`src/rtl/cipher_pkg.sv`:
```
// -----------------------------------------------------------------------------
// cipher_pkg
//   Shared constants and types for the cipher datapath.
//   DATA_LENGTH   : cipher block / tag width in bits
//   LENGTH        : width of the block-count (data_len) field
//   WORD_LENGTH   : width of the I/O controller bus word
//   WORDS_PER_BLK : bus words per cipher block
//   ser_state_t   : state encoding of the output serializer
// -----------------------------------------------------------------------------
package cipher_pkg;

   localparam int DATA_LENGTH   = 128;
   localparam int LENGTH        = 8;
   localparam int WORD_LENGTH   = 32;
   localparam int WORDS_PER_BLK = DATA_LENGTH / WORD_LENGTH;

   typedef enum logic [2:0] {
      IDLE      = 3'd0,
      CT_LOAD   = 3'd1,
      CT_SHIFT  = 3'd2,
      TAG_WAIT  = 3'd3,
      TAG_SHIFT = 3'd4,
      DONE      = 3'd5
   } ser_state_t;

endpackage

```
`src/rtl/cipher_word_shifter.sv`:
```
// -----------------------------------------------------------------------------
// cipher_word_shifter
//   Block-wide load / shift-left register with a word index counter. The most
//   significant word of the register is always presented on 'word'; each
//   shift moves the next word up. Shared by the ciphertext and tag phases.
//
//   clk_i     in   rising-edge clock
//   rst_i     in   asynchronous active-high reset (register and index cleared)
//   load      in   capture 'data' and restart the word index
//   data      in   BLK_W block to load
//   shift     in   advance to the next word (ignored while load is high)
//   word      out  current (most significant) word
//   last_word out  the current word is the final word of the block
// -----------------------------------------------------------------------------
module cipher_word_shifter
   import cipher_pkg::*;
#(
   parameter int BLK_W  = DATA_LENGTH,
   parameter int WORD_W = WORD_LENGTH
) (
   input  logic              clk_i,
   input  logic              rst_i,
   input  logic              load,
   input  logic [BLK_W-1:0]  data,
   input  logic              shift,
   output logic [WORD_W-1:0] word,
   output logic              last_word
);

   localparam int WORDS = BLK_W / WORD_W;
   localparam int IDX_W = (WORDS > 1) ? $clog2(WORDS) : 1;

   if ((BLK_W % WORD_W) != 0) begin : g_bad_width
      $error("cipher_word_shifter: BLK_W must be a multiple of WORD_W");
   end

   logic [BLK_W-1:0] shreg;
   logic [IDX_W-1:0] idx;

   always_ff @(posedge clk_i or posedge rst_i) begin
      if (rst_i) begin
         shreg <= '0;
         idx   <= '0;
      end else if (load) begin
         shreg <= data;
         idx   <= '0;
      end else if (shift) begin
         shreg <= shreg << WORD_W;
         idx   <= idx + 1'b1;
      end
   end

   assign word      = shreg[BLK_W-1 -: WORD_W];
   assign last_word = (idx == IDX_W'(WORDS - 1));

endmodule

```
`src/rtl/cipher_out_serializer.sv`:
```
// -----------------------------------------------------------------------------
// cipher_out_serializer
//   Egress stage behind cipher_core. Accepts data_len ciphertext blocks over a
//   valid/ready handshake plus the tag delivered with the finish pulse, and
//   streams them as WORD_W-bit words, most-significant word first: all
//   ciphertext words, then the tag words.
//
//   clk_i          in   rising-edge clock
//   rst_i          in   asynchronous active-high reset (silent abort)
//   start_i        in   run start pulse; latches data_len_i
//   data_len_i     in   number of ciphertext blocks in this run
//   blk_i          in   ciphertext block
//   blk_valid_i    in   ciphertext block valid
//   blk_ready_o    out  serializer can take a block (decoded from state only)
//   tag_i          in   tag, valid while finish_i is high
//   finish_i       in   core finish pulse
//   word_o         out  output word
//   word_valid_o   out  output word valid
//   word_ready_i   in   sink ready
//   word_is_tag_o  out  current word is a tag word
//   word_last_o    out  current word is the final tag word
//   busy_o         out  run in progress
//   done_o         out  one-cycle pulse after the final tag word handshake
// -----------------------------------------------------------------------------
module cipher_out_serializer
   import cipher_pkg::*;
#(
   parameter int BLK_W  = DATA_LENGTH,
   parameter int WORD_W = WORD_LENGTH,
   parameter int CNT_W  = LENGTH
) (
   input  logic              clk_i,
   input  logic              rst_i,
   input  logic              start_i,
   input  logic [CNT_W-1:0]  data_len_i,
   input  logic [BLK_W-1:0]  blk_i,
   input  logic              blk_valid_i,
   output logic              blk_ready_o,
   input  logic [BLK_W-1:0]  tag_i,
   input  logic              finish_i,
   output logic [WORD_W-1:0] word_o,
   output logic              word_valid_o,
   input  logic              word_ready_i,
   output logic              word_is_tag_o,
   output logic              word_last_o,
   output logic              busy_o,
   output logic              done_o
);

   ser_state_t       state, state_nxt;
   logic [CNT_W-1:0] blk_rem, blk_rem_nxt;
   logic             tag_pending, tag_pending_nxt;
   logic [BLK_W-1:0] tag_reg, tag_reg_nxt;

   logic              sh_load;
   logic              sh_shift;
   logic [BLK_W-1:0]  sh_data;
   logic [WORD_W-1:0] sh_word;
   logic              sh_last;

   cipher_word_shifter #(
      .BLK_W  (BLK_W),
      .WORD_W (WORD_W)
   ) u_shifter (
      .clk_i     (clk_i),
      .rst_i     (rst_i),
      .load      (sh_load),
      .data      (sh_data),
      .shift     (sh_shift),
      .word      (sh_word),
      .last_word (sh_last)
   );

   always_ff @(posedge clk_i or posedge rst_i) begin
      if (rst_i) begin
         state       <= IDLE;
         blk_rem     <= '0;
         tag_pending <= 1'b0;
         tag_reg     <= '0;
      end else begin
         state       <= state_nxt;
         blk_rem     <= blk_rem_nxt;
         tag_pending <= tag_pending_nxt;
         tag_reg     <= tag_reg_nxt;
      end
   end

   always_comb begin
      state_nxt       = state;
      blk_rem_nxt     = blk_rem;
      tag_pending_nxt = tag_pending;
      tag_reg_nxt     = tag_reg;
      sh_load         = 1'b0;
      sh_shift        = 1'b0;
      sh_data         = blk_i;
      blk_ready_o     = 1'b0;
      word_valid_o    = 1'b0;
      word_is_tag_o   = 1'b0;
      word_last_o     = 1'b0;
      busy_o          = 1'b0;
      done_o          = 1'b0;
      word_o          = sh_word;

      // The core may finish while ciphertext is still draining; keep only the
      // first tag of the run so a stray second pulse cannot corrupt it.
      if ((state != IDLE) && finish_i && !tag_pending) begin
         tag_pending_nxt = 1'b1;
         tag_reg_nxt     = tag_i;
      end

      unique case (state)
         IDLE: begin
            if (start_i) begin
               blk_rem_nxt     = data_len_i;
               tag_pending_nxt = 1'b0;
               state_nxt       = (data_len_i != '0) ? CT_LOAD : TAG_WAIT;
            end
         end

         CT_LOAD: begin
            busy_o      = 1'b1;
            blk_ready_o = 1'b1;
            if (blk_valid_i) begin
               sh_load     = 1'b1;
               sh_data     = blk_i;
               blk_rem_nxt = blk_rem - 1'b1;
               state_nxt   = CT_SHIFT;
            end
         end

         CT_SHIFT: begin
            busy_o       = 1'b1;
            word_valid_o = 1'b1;
            if (word_ready_i) begin
               sh_shift = 1'b1;
               if (sh_last) begin
                  state_nxt = (blk_rem != '0) ? CT_LOAD : TAG_WAIT;
               end
            end
         end

         TAG_WAIT: begin
            busy_o = 1'b1;
            // A tag arriving this very cycle is forwarded straight into the
            // shifter rather than waiting a cycle for tag_reg.
            if (tag_pending) begin
               sh_load   = 1'b1;
               sh_data   = tag_reg;
               state_nxt = TAG_SHIFT;
            end else if (finish_i) begin
               sh_load   = 1'b1;
               sh_data   = tag_i;
               state_nxt = TAG_SHIFT;
            end
         end

         TAG_SHIFT: begin
            busy_o        = 1'b1;
            word_valid_o  = 1'b1;
            word_is_tag_o = 1'b1;
            word_last_o   = sh_last;
            if (word_ready_i) begin
               sh_shift = 1'b1;
               if (sh_last) begin
                  state_nxt = DONE;
               end
            end
         end

         DONE: begin
            done_o    = 1'b1;
            state_nxt = IDLE;
         end

         default: begin
            state_nxt = IDLE;
         end
      endcase
   end

endmodule

```
`config.mk`:
```
export PLATFORM = sky130hd
export DESIGN_NAME = cipher_out_serializer
export DESIGN_NICKNAME = d
export VERILOG_FILES = /design/src/rtl/cipher_pkg.sv /design/src/rtl/cipher_word_shifter.sv /design/src/rtl/cipher_out_serializer.sv
export SDC_FILE = /design/constraint.sdc
export NUM_CORES = 1
export LEC_CHECK = 0
export BUFFER_PORTS_ARGS = -buffer_cell sky130_fd_sc_hd__buf_2
export CAP_MARGIN = 20
export CORE_MARGIN = 2
export CORE_UTILIZATION = 40
export CTS_CLUSTER_DIAMETER = 200
export DETAILED_ROUTE_END_ITERATION = 10
export GPL_ROUTABILITY_DRIVEN = 0
export GPL_TIMING_DRIVEN = 0
export PLACE_DENSITY = 0.58
export SLEW_MARGIN = 0
export SYNTH_ARGS = -nofsm -noshare
export SYNTH_HDL_FRONTEND = slang
export SYNTH_SLANG_ARGS = --single-unit
```
`constraint.sdc`:
```
create_clock -name clk_i -period 12.5 [get_ports clk_i]
set_input_delay 1.875 -clock clk_i [delete_from_list [all_inputs] [get_ports clk_i]]
set_output_delay 1.875 -clock clk_i [all_outputs]
set_load 0.1 [all_outputs]
```
==> summary.md, run 1 <==
| Metric | Value |
|---|---|
| Post_cts resized | `0` |
| Syn_nets | `about 1800` |
| Hold Crit Class | `reg2reg` |
| Row cnt | `70` |
| Synth async-reset ratio | `between 90% and 100%` |
| Netlist cell types | `52` |
| Simple-gate share of the synthesized area | `14.1%` |
| Crit path launch type | `flip-flop` |
| Largest net degree at the start of global routing | `97` |
| Initial drt markers | `937` |
| Fin nets | `2136` |
| DIE AREA | `38900 um2` |
| Final Max Slew Viols | `0` |
| Maximum clock frequency | `roughly 240 MHz` |
| Clk slew on worst S/H paths | `0.06 ns` |
| Post-Route WL | `roughly 54000 um` |
| Mapped Area | `about 15000 um2` |
| GRT overflow | `0` |
| Power Dens Cells | `around 270 nW/um2` |
| Hold path startpoint | `tag_reg[64]` |
| Crit path required time | `roughly 11 ns` |
| Status | `complete, no violations` |
| TritonCTS buffer count | `34` |
| Clock Root Buffer | `clkbuf_16` |
| Leak | `about 0.0082 uW` |
| Remaining antenna violation count after routing | `0` |
| Synth area leaders | `dfrtp_1 45%, mux2_1 9.1%, a221o_1 6.4%` |
| CTS Hold Buffers Added | `0` |
| Post-synth EDFFs | `0` |
| Final setup viols | `0` |
| IO buf count | `~300` |
| Tot GR Track Use | `27.2%` |
| Yosys warns | `0` |
| Critical Path End Type | `output pin` |
| CORE AREA | `between 30000 and 40000 um2` |
| Area share of the largest cell type after synthesis | `about 45%` |
| Pre-antenna DRT Iters | `5` |
| Die Y | `roughly 200 um` |
| Synth Area in Adders | `less than 1%` |
| CP max FO | `10` |
| Fin crit period | `slightly above 4 ns` |
| Vias in the first global route | `approximately 13000` |
| DR vias | `13800` |
| Final WS setup | `around 8.4 ns` |
| Final hold slack | `0.479 ns` |
| DPL Wire Length | `a little over 40000 um` |
| RSZ-0062 raised after global routing | `false` |
| Period utilization | `32.7%` |
| Post-CTS Setup Repair Bufs | `0` |
| H-Tree Depth | `2` |
| WHS Path Cells | `1` |
| DP Worst Slack | `8.39 ns` |
| Worst Setup Path Type | `reg2out` |
| Worst R2R Start | `tag_pending` |
| R2r endpoint | `u_shifter.shreg[109]` |
| First-pass GRT wire length | `slightly above 80000 um` |
| Initial Util | `approximately 40%` |
| Boundary Pins | `about 310` |
| Final Hold Fails | `0` |
| Clock sinks | `270` |
| Reg2Reg Setup Slack | `between 10 and 15 ns` |
| Worst VDD drop | `around 120 uV` |
| Post-Synth XOR/XNOR Area | `0.117%` |
| Total negative slack | `0 ns` |
| Worst hold path endpoint | `tag_reg[64]` |
| Die W | `197 um` |
| CTS tree | `done` |
| Ys flop type | `dfrtp_1` |
| Clock latency at the later pin of the worst-skew pair | `around 0.52 ns` |
| Seq/Total Area, Yosys | `45.2%` |
| Worst rel slew slack | `41.0%` |
| Clock Path Buffers | `3` |
| Mux cell area share after synthesis | `under 10%` |
| #FFs+latches synth | `270` |
| Reg2Reg Depth | `6` |
| Total placed instance area | `17100 um2` |
| Vias per Instance | `5.83` |
| Post-Syn Area per Cell | `about 10 um2` |
| Post-synth top area cell | `dfrtp_1` |
| Layout area overhead | `22.2%` |
| Synthesized instance count | `around 1500` |
| Largest family of logic cells by synthesized area | `compound AO/OA/AOI/OAI gates` |
| Final instance area | `between 15000 and 20000 um2` |
| Commonest non-fill, non-tap cells in the layout | `374 x buf_2, 270 x dfrtp_1, 155 x nor2_1, 121 x mux2_1, 98 x nand2b_1` |
| Worst Path Arrival | `~2.2 ns` |
| Worst-Margin Slew | `between 0.8 and 0.9 ns` |
| Routed WL per cell | `between 20 and 25 um` |
| Max cap viols | `0` |
| Synth Area in Compound Gates | `22.5%` |
| Initial antenna violation count | `18` |
| Fraction of layout instances using a drive strength above 1 | `between 20% and 30%` |
| Clock Skew | `~0.012 ns` |
| Residual DRC | `0` |
| Commonest non-fill, non-tap cell in the layout | `buf_2` |
[layer usage]
metal | share of wire, % | routed length [um] | vias to the layer above | GRT usage (%)
met5 | 0.24 | 127 | - | 0
met4 | 1.8 | 970 | 20 | 6.82
met3 | 8.7 | 4670 | 87 | 6.62
met2 | 46 | 24900 | 595 | 44.1
met1 | 43 | 23100 | 6656 | 36.6
li1 | - | - | 6402 | -
[how the worst max path moves through the flow]
stage | from | to | slack [ns]
floorplan | rst_i | blk_rem[0] | 3.19
global placement | rst_i | tag_reg[24] | -0.19
detailed placement | finish_i | u_shifter.shreg[79] | 8.39
CTS | state[1] | blk_ready_o | 8.38
global route | state[1] | blk_ready_o | 8.33
finish | state[1] | blk_ready_o | 8.41
[synthesized netlist by cell type (all sizes together), types with 2 or more instances]
cell type / number
o41ai: 32
o2bb2ai: 2
mux2: 129
inv: 41
nor3: 82
o22ai: 95
nand2: 86
nor2b: 3
a32oi: 2
a31oi: 34
and3b: 2
a21oi: 8
clkbuf: 70
o21a: 2
a22oi: 2
o21ai: 61
nand2b: 98
nor2: 155
or3: 2
a221oi: 49
and2: 2
a221o: 96
or3b: 3
dfrtp: 270
nor4: 5
ha: 3
buf: 121
a2111oi: 47
[layout make-up]
cell class / count / area [um2]
well taps: 468 / 586
inverters: 41 / 161
multi-input cells: 1016 / 7000
fillers: 3519 / 18400
diodes: 6 / 15.0
clock inverters: 8 / 67.6
plain buffers: 191 / 1040
repair buffers: 309 / 1590
flip-flops and latches: 270 / 6760
clock buffers: 52 / 1050
[critical path, stage by stage (launching register included)]
cell	delay (ns)
dfrtp_1	0.42
buf_2	0.21
or3b_1	0.38
buf_2	0.19
inv_2	0.09
buf_2	0.42
[per-stage QoR]
stage	cells	power [uW]	utilization, %
6_report	2361	4890	49.8
5_1_grt	2358	5160	49.8
4_1_cts	2355	4900	49.7
3_5_place_dp	2295	3910	46.7
3_3_place_gp	2293	3870	46.5
2_1_floorplan	1518	3240	-
[report_power, final]
| group | internal, uW | switching (uW) |
|---|---|---|
| clock | 600 | 381 |
| sequential | 1310 | 300 |
| combinational | 808 | 1490 |
| total | 2720 | 2170 |
[cells by family after synthesis]
logic type / Yosys count
AND/OR/NAND/NOR: 445
AO/OA/AOI/OAI: 436
flip-flops: 270
buffers and inverters: 232
multiplexers: 130
adder cells (fa/ha/maj): 3
XOR/XNOR: 2
(Power assumes the default switching activity.)
==> run 2, diff against run 1 <==
--- a/config.mk
+++ b/config.mk
@@ -13,7 +13,7 @@
 export DETAILED_ROUTE_END_ITERATION = 10
 export GPL_ROUTABILITY_DRIVEN = 0
 export GPL_TIMING_DRIVEN = 0
-export PLACE_DENSITY = 0.58
+export PLACE_DENSITY = 0.61
 export SLEW_MARGIN = 0
 export SYNTH_ARGS = -nofsm -noshare
 export SYNTH_HDL_FRONTEND = slang
==> constraint.sdc (replaced) <==
create_clock -name clk_i -period 3.5 [get_ports clk_i]
set_input_delay 0.525 -clock clk_i [delete_from_list [all_inputs] [get_ports clk_i]]
set_output_delay 0.525 -clock clk_i [all_outputs]
set_load 0.1 [all_outputs]
==> summary.md, run 2 (same netlist as run 1, synthesis figures left out) <==
| Metric | Value |
|---|---|
| Routed WL per cell | `between 20 and 25 um` |
| Commonest non-fill, non-tap cell in the layout | `buf_2` |
| CP max stage cell | `dfrtp_1` |
| First-pass GRT wire length | `just over 80000 um` |
| CP delay by family, top | `buffers and inverters` |
| CTS Hold Buffers Added | `0` |
| Filler cells | `about 3500` |
| Worst-Margin Slew | `0.862 ns` |
| Clock latency at the later pin of the worst-skew pair | `0.58 ns` |
| Initial drt markers | `between 1000 and 1500` |
| Multi-input logic area | `~7000 um2` |
| DR vias | `around 14000` |
| CTS tree | `done` |
| TritonCTS buffer count | `31` |
| Commonest non-fill, non-tap cells in the layout | `374 x buf_2, 270 x dfrtp_1, 155 x nor2_1, 121 x mux2_1, 98 x nand2b_1` |
| Maximum clock frequency | `356 MHz` |
| Pre-antenna DRT Iters | `6` |
| Fraction of layout instances using a drive strength above 1 | `between 20% and 30%` |
| H-Tree Depth | `1` |
| Max cap viols | `0` |
| Die W | `about 200 um` |
| Crit path launch type | `flip-flop` |
| Dpl cells | `2300` |
| Remaining antenna violation count after routing | `0` |
| Boundary Pins | `a little over 300` |
| WP buf/inv | `4` |
| Final core utilization | `around half` |
| Final Hold Fails | `0` |
| Clock Root Buffer | `clkbuf_16` |
| Clock sinks | `270` |
| Worst rel slew slack | `between 40 and 50%` |
| Post_cts resized | `0` |
| Row cnt | `70` |
| Status | `complete, no violations` |
| Vias per Instance | `just under 6` |
| Crit path required time | `about 3 ns` |
| RSZ-0062 raised after global routing | `false` |
| Worst Setup Path Type | `reg2out` |
| Fin crit period | `2.81 ns` |
| Post-CTS Setup Repair Bufs | `0` |
| Non-filler cells in the finished layout | `about 2400` |
| Power, Total | `between 15000 and 20000 uW` |
| GRT overflow | `0` |
| Initial Util | `about two fifths` |
| Critical Path End Type | `output pin` |
| Final setup viols | `0` |
| Period utilization | `between 80 and 90%` |
| Residual DRC | `0` |
| Clock Skew | `between 0.015 and 0.02 ns` |
| Leak | `just over 0.008 uW` |
| Clk slew on worst S/H paths | `~0.06 ns` |
| DPL Wire Length | `41500 um` |
| Hold Crit Class | `in2async` |
| Vias in the first global route | `between 10000 and 15000` |
| DIE AREA | `about 40000 um2` |
| Largest net degree at the start of global routing | `42` |
| Critical Path Max Stage Delay | `0.43 ns` |
| CP max FO | `10` |
| Register area | `between 6000 and 7000 um2` |
| Clock Path Buffers | `3` |
| Most frequent CP cell | `buf_2` |
| Post-Route WL | `54400 um` |
| Tot GR Track Use | `27.4%` |
| CORE AREA | `36700 um2` |
| Critical-path cell list | `buf_2 -> or3b_1 -> buf_2 -> inv_2 -> buf_2` |
| Layout area overhead | `22.2%` |
| Worst VDD drop | `494 uV` |
| Die Y | `between 150 and 200 um` |
| Fin nets | `2138` |
| Initial antenna violation count | `17` |
| Worst Path Arrival | `around 2.3 ns` |
| IO buf count | `between 300 and 400` |
| Final Max Slew Viols | `0` |
| Power Dens Cells | `between 900 and 1000 nW/um2` |
run 2: cell count changes in the layout (fill, tap and decap cells not counted), moves of 3 or more:
cell and delta:
clkbuf_16 -6, clkbuf_1 -3, buf_12 +7, clkinv_2 +3, diode_2 +4
run 2: final timing paths:
check / from / endpoint / slack, ns / depth (start not counted)
setup reg to reg: tag_pending / u_shifter.shreg[115] / 0.94 / 6
hold / removal: rst_i / u_shifter.shreg[106] / 0.06 / 2
max in group asynchronous: rst_i / tag_reg[19] / 2.10 / 6
setup / recovery: state[1] / blk_ready_o / 0.69 / 5
min in group clk_i: tag_i[46] / tag_reg[46] / 0.17 / 2
hold reg to reg: tag_reg[43] / tag_reg[43] / 0.48 / 1
run 2: final cells by class:
class	instances	share of cell area, %
Sequential cell	270	37.0
Clock inverter	14	0.705
Antenna cell	10	0.137
Multi-Input combinational cell	1016	38.3
Buffer	191	5.68
Tap cell	468	3.20
Timing Repair Buffer	314	9.18
Inverter	41	0.863
Clock buffer	44	4.95
run 2: worst register-to-register path, stage by stage, from the launching register on:
cell       delay [ns]
dfrtp_1          0.39
inv_2            0.19
buf_2            0.42
clkbuf_1         0.47
nor3_1           0.14
a2111oi_0        0.70
a221o_1          0.20
run 2: power breakdown:
group | switching, uW | leakage, uW | internal, uW
Clock | 1360 | 0.000514 | 1940
Sequential | 1090 | 0.00330 | 4680
Combinational | 5380 | 0.00436 | 2900
run 2: per-stage QoR:
step	hold slack, ns	setup TNS [ns]	cell area, um2	setup slack [ns]
floorplan	0.444	-159.96	15000	-0.592
global placement	0.461	-640.33	17100	-2.42
detailed placement	0.470	0	17200	0.729
CTS	0.0625	0	18200	0.682
global route	0.0938	0	18300	0.598
finish	0.0602	0	18300	0.691
run 2: per-layer routing:
metal | vias up | share of wire, % | track usage (%)
li1 | 6427 | - | -
met1 | 6868 | 43 | 37.6
met2 | 621 | 46 | 43.9
met3 | 94 | 8.1 | 5.43
met4 | 16 | 2.5 | 7.85
met5 | - | 0.21 | 0
==> run 3, diff against run 2 <==
==> constraint.sdc (replaced) <==
create_clock -name clk_i -period 2.4 [get_ports clk_i]
set_input_delay 0.36 -clock clk_i [delete_from_list [all_inputs] [get_ports clk_i]]
set_output_delay 0.36 -clock clk_i [all_outputs]
set_load 0.1 [all_outputs]
==> summary.md, run 3 (same netlist as run 1, synthesis figures left out) <==
| Metric | Value |
|---|---|
| Fraction of layout instances using a drive strength above 1 | `26.8%` |
| Die W | `197 um` |
| Worst rel slew slack | `46.6%` |
| DIE AREA | `slightly below 40000 um2` |
| Final Max Slew Viols | `0` |
| Final Hold Fails | `0` |
| WP buf/inv | `3` |
| Critical Path End Type | `flip-flop` |
| Worst Path Arrival | `approximately 2.8 ns` |
| CP delay by family, top | `buffers and inverters` |
| Worst hold path endpoint | `tag_reg[34]` |
| Post-Route WL | `roughly 54000 um` |
| Final core utilization | `50.2%` |
| Die Y | `197 um` |
| CP max stage cell | `a2111oi_0` |
| Commonest non-fill, non-tap cell in the layout | `buf_2` |
| Post-CTS Setup Repair Bufs | `0` |
| CP Depth | `6` |
| Power Dens Cells | `roughly 1400 nW/um2` |
| IO buf count | `just over 300` |
| Residual DRC | `0` |
| Hold Crit Class | `in2reg` |
| Crit path required time | `roughly 2.8 ns` |
| Vias per Instance | `5.88` |
| Final WS setup | `between 0.06 and 0.07 ns` |
| First-pass GRT wire length | `just over 80000 um` |
| Row cnt | `70` |
| Largest net degree at the start of global routing | `between 40 and 50` |
| Clk slew on worst S/H paths | `around 0.060 ns` |
| R2r endpoint | `u_shifter.shreg[97]` |
| RSZ-0062 raised after global routing | `true` |
| Clock sinks | `270` |
| H-Tree Depth | `2` |
| Status | `complete, no violations` |
| Reg2Reg Setup Slack | `between 0.06 and 0.07 ns` |
| Layout area overhead | `23.2%` |
| GRT overflow | `0` |
| Initial Util | `40.7%` |
| Vias in the first global route | `13700` |
| Crit path launch type | `flip-flop` |
| Tot GR Track Use | `a little over a quarter` |
| Worst Setup Path Type | `reg2reg` |
| Remaining antenna violation count after routing | `0` |
| Worst-Margin Slew | `between 0.8 and 0.9 ns` |
| Routed WL per cell | `roughly 23 um` |
| Period utilization | `just under 100%` |
| Clock latency at the later pin of the worst-skew pair | `between 0.5 and 0.6 ns` |
| CP max FO | `10` |
| Critical-path cell list | `inv_2 -> clkbuf_4 -> clkbuf_1 -> nor3_1 -> a2111oi_0 -> a221o_1` |
| DP Worst Slack | `-0.215 ns` |
| DPL Wire Length | `41400 um` |
| CORE AREA | `between 30000 and 40000 um2` |
| Fin crit period | `about 2.3 ns` |
| Max cap viols | `0` |
| Commonest non-fill, non-tap cells in the layout | `366 x buf_2, 270 x dfrtp_1, 154 x nor2_1, 121 x mux2_1, 98 x nand2b_1` |
| Boundary Pins | `308` |
| Leak | `0.00823 uW` |
| Initial antenna violation count | `21` |
| Hold path startpoint | `tag_i[34]` |
| Pre-antenna DRT Iters | `5` |
| Final setup viols | `0` |
| Fin nets | `2141` |
| Reg2Reg Depth | `6` |
| Clock Root Buffer | `clkbuf_16` |
| TritonCTS buffer count | `34` |
| Initial drt markers | `around 1100` |
| WHS Path Cells | `2` |
| Clock Path Buffers | `3` |
| CTS tree | `done` |
| DR vias | `about 14000` |
| Filler cells | `approximately 3500` |
| Worst VDD drop | `roughly 630 uV` |
| Critical Path Max Stage Delay | `0.61 ns` |
| Clock Skew | `0.0166 ns` |
| Maximum clock frequency | `about 430 MHz` |
| Worst R2R Start | `tag_pending` |
-- run 3: cell types whose count changed in the layout (fill, tap and decap cells not counted), moves of 3 or more --
cell	before	now
buf_2	374	366
clkbuf_2	0	7
clkinv_2	9	2
a2111oi_0	47	41
a2111oi_1	0	6
buf_4	39	44
clkbuf_1	75	72
clkbuf_16	31	34
-- run 3: final cells by class --
type                       count  area, um2  area share (%)
sequential                   270       6760            36.7
timing repair buffer         315       1710            9.28
buffer                       190       1050            5.71
tap                          468        586            3.18
multi-input combinational   1016       7030            38.2
clock inverter                 8        134           0.727
inverter                      41        160           0.869
antenna                       10       25.0           0.136
clock buffer                  50        971            5.27
-- run 3: report_power, final --
group	total, uW	leakage (uW)	switching (uW)	internal, uW
clock	5100	0.000540	1980	3130
combinational	12200	0.00439	7870	4330
sequential	8410	0.00330	1580	6830
total	25700	0.00823	11400	14300
-- run 3: how the worst max path moves through the flow --
stage | end | slack [ns] | from
after floorplan | blk_rem[0] | -1.53 | rst_i
after global placement | u_shifter.shreg[22] | -3.34 | rst_i
after detailed placement | u_shifter.shreg[78] | -0.21 | finish_i
after CTS | blk_ready_o | 0.002 | state[1]
after global routing | u_shifter.shreg[123] | -0.03 | tag_pending
final | u_shifter.shreg[97] | 0.07 | tag_pending
-- run 3: timing repair --
| action | in CTS | in global routing |
|---|---|---|
| endpoints found under the setup margin | 21 | 119 |
| endpoints found under the hold margin | 10 | 0 |
| hold buffers | 1 | 0 |
| cloned | 0 | 0 |
| gates resized for setup | 13 | 18 |
-- run 3: routing by layer --
layer	GRT usage, %	vias to the layer above	share of wire, %
li1	-	6418	-
met1	37.2	6750	43
met2	43.3	607	45
met3	6.06	122	8.1
met4	9.94	22	3.5
met5	0	-	0.26
-- run 3: through the flow --
step                      total power (uW)  instance area, um2  TNS [ns]  instances  hold slack, ns
after floorplan                      16900               15000   -412.41       1518           0.444
after global routing                 27200               18400   -0.0705       2364          0.0599
final                                25700               18400         0       2368          0.0693
after global placement               20200               17100   -901.01       2293           0.462
after detailed placement             20400               17200    -13.88       2300           0.344
after CTS                            25700               18400         0       2358          0.0540
